===== src/rtl/circle_sweep.sv =====
// Sequencer for the circle point generator. It steps the angle, runs one req/ack per point,
// and emits each point on a valid/ready stream. Optional ack timeout: CIRCLE_SWEEP_TIMEOUT_EN.
module circle_sweep #(
  parameter int ACK_TIMEOUT = 16
) (
  input  logic        clock,
  input  logic        reset,
  input  logic        start_i,
  input  logic        stop_i,
  input  logic [9:0]  angle0_i,
  input  logic [9:0]  step_i,
  input  logic [10:0] count_i,
  input  logic [7:0]  r_i,
  input  logic [7:0]  x0_i,
  input  logic [7:0]  y0_i,
  output logic [9:0]  c_angle_o,
  output logic [7:0]  c_r_o,
  output logic [7:0]  c_x0_o,
  output logic [7:0]  c_y0_o,
  output logic        c_req_o,
  input  logic        c_ack_i,
  input  logic [7:0]  c_x_i,
  input  logic [7:0]  c_y_i,
  output logic [7:0]  pt_x_o,
  output logic [7:0]  pt_y_o,
  output logic        pt_valid_o,
  input  logic        pt_ready_i,
  output logic        pt_last_o,
  output logic        busy_o,
  output logic        done_o,
  output logic        err_o
);

  typedef enum logic [1:0] {
    S_IDLE = 2'd0,
    S_REQ  = 2'd1,
    S_WAIT = 2'd2,
    S_OUT  = 2'd3
  } state_t;

  state_t      state;
  state_t      next_state;
  logic [9:0]  step;
  logic [10:0] count;
  logic [10:0] remaining;
  logic        stop_pend;
  logic        timeout;

`ifdef CIRCLE_SWEEP_TIMEOUT_EN
  localparam int TW = $clog2(ACK_TIMEOUT + 1);
  logic [TW-1:0] wait_cnt;

  // Counts cycles spent in S_WAIT; held at zero elsewhere so each wait starts fresh.
  always_ff @(posedge clock or posedge reset) begin
    if (reset) begin
      wait_cnt <= '0;
    end else if (state != S_WAIT) begin
      wait_cnt <= '0;
    end else begin
      wait_cnt <= wait_cnt + TW'(1);
    end
  end

  assign timeout = (state == S_WAIT) && !c_ack_i && (wait_cnt == TW'(ACK_TIMEOUT - 1));
`else
  assign timeout = 1'b0;
`endif

  // State register.
  always_ff @(posedge clock or posedge reset) begin
    if (reset) begin
      state <= S_IDLE;
    end else begin
      state <= next_state;
    end
  end

  // Next-state logic.
  always_comb begin
    next_state = state;
    case (state)
      S_IDLE: begin
        if (start_i) next_state = S_REQ;
        else         next_state = S_IDLE;
      end
      S_REQ: next_state = S_WAIT;
      S_WAIT: begin
        if (c_ack_i)      next_state = S_OUT;
        else if (timeout) next_state = S_IDLE;
        else              next_state = S_WAIT;
      end
      S_OUT: begin
        if (pt_valid_o && pt_ready_i) begin
          if (pt_last_o || stop_pend) next_state = S_IDLE;
          else                        next_state = S_REQ;
        end else begin
          next_state = S_OUT;
        end
      end
      default: next_state = S_IDLE;
    endcase
  end

  // Datapath and registered outputs; req/busy are derived from the next state so they align with it.
  always_ff @(posedge clock or posedge reset) begin
    if (reset) begin
      c_angle_o  <= 10'd0;
      c_r_o      <= 8'd0;
      c_x0_o     <= 8'd0;
      c_y0_o     <= 8'd0;
      c_req_o    <= 1'b0;
      pt_x_o     <= 8'd0;
      pt_y_o     <= 8'd0;
      pt_valid_o <= 1'b0;
      pt_last_o  <= 1'b0;
      busy_o     <= 1'b0;
      done_o     <= 1'b0;
      err_o      <= 1'b0;
      step       <= 10'd0;
      count      <= 11'd0;
      remaining  <= 11'd0;
      stop_pend  <= 1'b0;
    end else begin
      done_o  <= 1'b0;
      c_req_o <= (next_state == S_REQ);
      busy_o  <= (next_state != S_IDLE);
      if ((state != S_IDLE) && stop_i) stop_pend <= 1'b1;
      case (state)
        S_IDLE: begin
          if (start_i) begin
            c_angle_o <= angle0_i;
            step      <= step_i;
            count     <= count_i;
            remaining <= count_i;
            c_r_o     <= r_i;
            c_x0_o    <= x0_i;
            c_y0_o    <= y0_i;
            stop_pend <= 1'b0;
            err_o     <= 1'b0;
          end
        end
        S_WAIT: begin
          if (c_ack_i) begin
            pt_x_o     <= c_x_i;
            pt_y_o     <= c_y_i;
            pt_valid_o <= 1'b1;
            pt_last_o  <= (count != 11'd0) && (remaining == 11'd1);
            c_angle_o  <= c_angle_o + step;
            if (count != 11'd0) remaining <= remaining - 11'd1;
          end else if (timeout) begin
            err_o  <= 1'b1;
            done_o <= 1'b1;
          end
        end
        S_OUT: begin
          if (pt_valid_o && pt_ready_i) begin
            pt_valid_o <= 1'b0;
            pt_last_o  <= 1'b0;
            if (pt_last_o || stop_pend) done_o <= 1'b1;
          end
        end
        default: begin
        end
      endcase
    end
  end

endmodule


===== config.mk =====
export PLATFORM = sky130hd
export DESIGN_NAME = circle_sweep
export DESIGN_NICKNAME = d
export VERILOG_FILES = /design/src/rtl/circle_sweep.sv
export SDC_FILE = /design/constraint.sdc
export NUM_CORES = 1
export LEC_CHECK = 0
export ABC_AREA = 0
export CAP_MARGIN = 40
export CORE_ASPECT_RATIO = 0.6
export CORE_UTILIZATION = 51
export CTS_CLUSTER_SIZE = 25
export DETAILED_ROUTE_END_ITERATION = 6
export PLACE_DENSITY = 0.95
export SYNTH_ARGS = -nofsm -noshare
export SYNTH_HDL_FRONTEND = slang
export SYNTH_SLANG_ARGS = --single-unit

===== constraint.sdc =====
create_clock -name clock -period 7.15 [get_ports clock]
set_clock_uncertainty 0.1 [all_clocks]
set_input_delay 1.7875 -clock clock [delete_from_list [all_inputs] [get_ports clock]]
set_output_delay 1.7875 -clock clock [all_outputs]
set_load 0.02 [all_outputs]

==> summary.txt <==
Hpwl dp = 8320 um
Data required, critical path = 7.26 ns
Die span in x = 120 um
# setup viols final = 0
Switching portion of total power = 40.7%
DIE AREA = 8780 um2
Number of flops mapped to enable cells by yosys = 0
Part of the power in registers = 32.6%
Port bufs = 131
Die extent in y = 73.0 um
Clk sinks = 90
Area Growth Syn to Fin = 41.0%
Peak Freq = 0.272 GHz
Clk pwr share = 17.8%
Syn_nets = 558
# rows = 25
Distinct cells, synth = 54
P per Cell Area = 475 nW/um2
Power Internal = 0.00170 W
Crit path from = start_i
First-pass GRT wire length = 19500 um
Status = finished, final reports clean
Fin area = 6040 um2
DR WL/cell = 17.1 um
Via density = 5.54
Final GP Congestion = 0.856
CTS Buffer Depth = 2
Leak Pwr = 2.73 nW
Design Power = 0.00287 W
Critical path cell sequence = clkdlybuf4s50_1 -> nor3b_2 -> a21oi_1 -> a21oi_1 -> or4_1
Maxcap violations = 0
Post-synth top flop = dfrtp_1
Buf/Inv on CP = 1
Power share of the combinational group = 49.6%
CTS clk-pin slew, worst paths = 0.06 ns
Layout cells sized above 1 = 8.03%
Tcrit/Tclk final = 51.5%
CTS H-tree lvls = 3
Final TNS setup = 0 ns
I/O pin count = 133
Final core utilization = 75.5%
Register bit total from synthesis = 90
CTS tree = yes
CP Launch Type = input pin
Grt total ovfl = 0
Sequential area share after synthesis = 52.6%
Fin. max-slew vios = 0
Final ANT Viol Nets = 0
Post-place instance area = 5720 um2
Asr flop ratio synth = 100%
# diodes = 0
Later-pin clock latency in the skew report = 0.34 ns
Synth area leader = dfrtp_1
Post-CTS Repair Setup Buffers = 0
NumNets Final = 682
Worst EP arrival = 3.79 ns
Worst setup EP type = flop
Post-route minimum period = 3.68 ns
Post-CTS sizing = 0
Number of global-route vias before repair = 4002
Slew headroom = 36.6%
Cells after Synth = 469
NetSw = 0.00117 W
Initial antenna violation count = 0
Cell Area, Synth = 4280 um2
CP Max Fanout = 11
Worst slew pin tran = 0.951 ns
CTS Buf Count = 9
Core ar. = 8010 um2
Worst Hold Launch = count[2]
Syn_area_per_cell = 9.13 um2
Peak VDD IR = 0.259 mV
Via count = 3913
Area of the multi-input gates = 1910 um2
Most frequent cell after synthesis = nand2_1
Total GRT Usage = 29.1%
CP top delay family = compound AO/OA/AOI/OAI gates
Filler cells = 532
Largest net degree at the start of global routing = 62
Slowest cell on crit path = a21oi_1
First-pass DRT Iterations = 6
Root buffer cell = clkbuf_16
CTS Hold Bufs = 0
Drt drc = 0
Yosys warning total = 0
Synth top area share = 52.6%
Min-delay worst type = reg -> reg
Worst r2r src = state[1]
Crit path kind = in -> reg
Synth top cells by count = nand2_1 (159), dfrtp_1 (90), a21oi_1 (29), nor2_1 (26), o21ai_0 (21)
Initial Util = 53.5%
FF+latch area = 2250 um2
DRT Wirelength = 12100 um
Synth top area cells = dfrtp_1 (53%), nand2_1 (14%), mux2_2 (4.2%)
Worst path max stage delay = 0.75 ns
Final hold violation count = 0
Cell mode on critical path = a21oi_1
Initial drt markers = 237
RSZ-0062 raised after global routing = no
## cell usage in the layout (no fill, tap or decap), types with 3 or more instances in the layout
master             n
buf_4              3
a211oi_1           5
nor3_1             7
nor2b_1            4
nor2_1            26
nand2_1          159
clkbuf_16          9
or4_1              4
o22ai_1            4
inv_1              5
nand3_1            9
nand2b_1           3
and3_1             4
a31oi_1            3
o21ai_0           21
o2bb2ai_1          3
clkinv_2           3
mux2_2            16
clkdlybuf4s50_1  131
dfrtp_1           90
or3_1              3
ha_1              11
a21oi_1           29
## metrics by stage
stage | instances | hold WS (ns) | setup slack, ns
2_1_floorplan | 469 | 0.346 | 2.93
3_3_place_gp | 687 | 0.357 | 2.73
3_5_place_dp | 690 | 0.363 | 3.21
4_1_cts | 706 | 0.380 | 3.53
5_1_grt | 706 | 0.400 | 3.44
6_report | 706 | 0.377 | 3.47
## worst paths after layout
check / end / slack, ns / depth (start not counted)
max: c_angle_o[9] / 3.47 / 5
max reg2reg: c_angle_o[9] / 4.59 / 4
min: count[2] / 0.38 / 2
min reg2reg: count[2] / 0.38 / 2
min in group asynchronous: pt_x_o[4] / 1.77 / 3
max in group asynchronous: count[7] / 4.54 / 4
## sequential cells by signal, indices dropped and copies added, names as in the netlist, 2 cells and up
signal     count
c_x0_o         8
c_angle_o     10
remaining     11
c_y0_o         8
count         11
pt_y_o         8
state          2
c_r_o          8
step          10
pt_x_o         8
## kinds of logic after synthesis
group,count (synthesis),share of synthesized area [%]
buf+inv,30,3.04
mux,17,4.44
simple gates,235,23.9
other cells,1,0.0875
compound gates,81,11.6
fa+ha+maj,12,3.68
xor+xnor,3,0.613
flops,90,52.6
## power by group through the flow
stage,Clock (W),Sequential [W],Combinational [W]
after floorplan,0,0.00106,0.000706
after global placement,0,0.000913,0.00131
after detailed placement,0,0.000929,0.00140
after CTS,0.000515,0.000930,0.00142
after global routing,0.000536,0.000963,0.00155
final,0.000510,0.000936,0.00143
## worst register-to-register path: cells and delay by family (launching register included)
family | cells | cell delay, ns
AOI/OAI and AO/OA | 2 | 0.95
and+or+nand+nor | 2 | 0.87
DFF | 1 | 0.52
## area by class of cell
class	count	area share, %
Tap cell	108	2.24
Inverter	6	0.393
Multi-Input combinational cell	349	31.6
Clock inverter	5	1.28
Sequential cell	90	37.3
Timing Repair Buffer	137	23.2
Clock buffer	11	4.02
## layer usage
metal	up-vias	track usage (%)	share of wire, %
li1	1831	-	-
met3	17	11.5	9.6
met2	183	46.8	46
met4	0	7.96	1.1
met5	-	0	0
met1	1882	36.9	43
(Power assumes the default switching activity.)
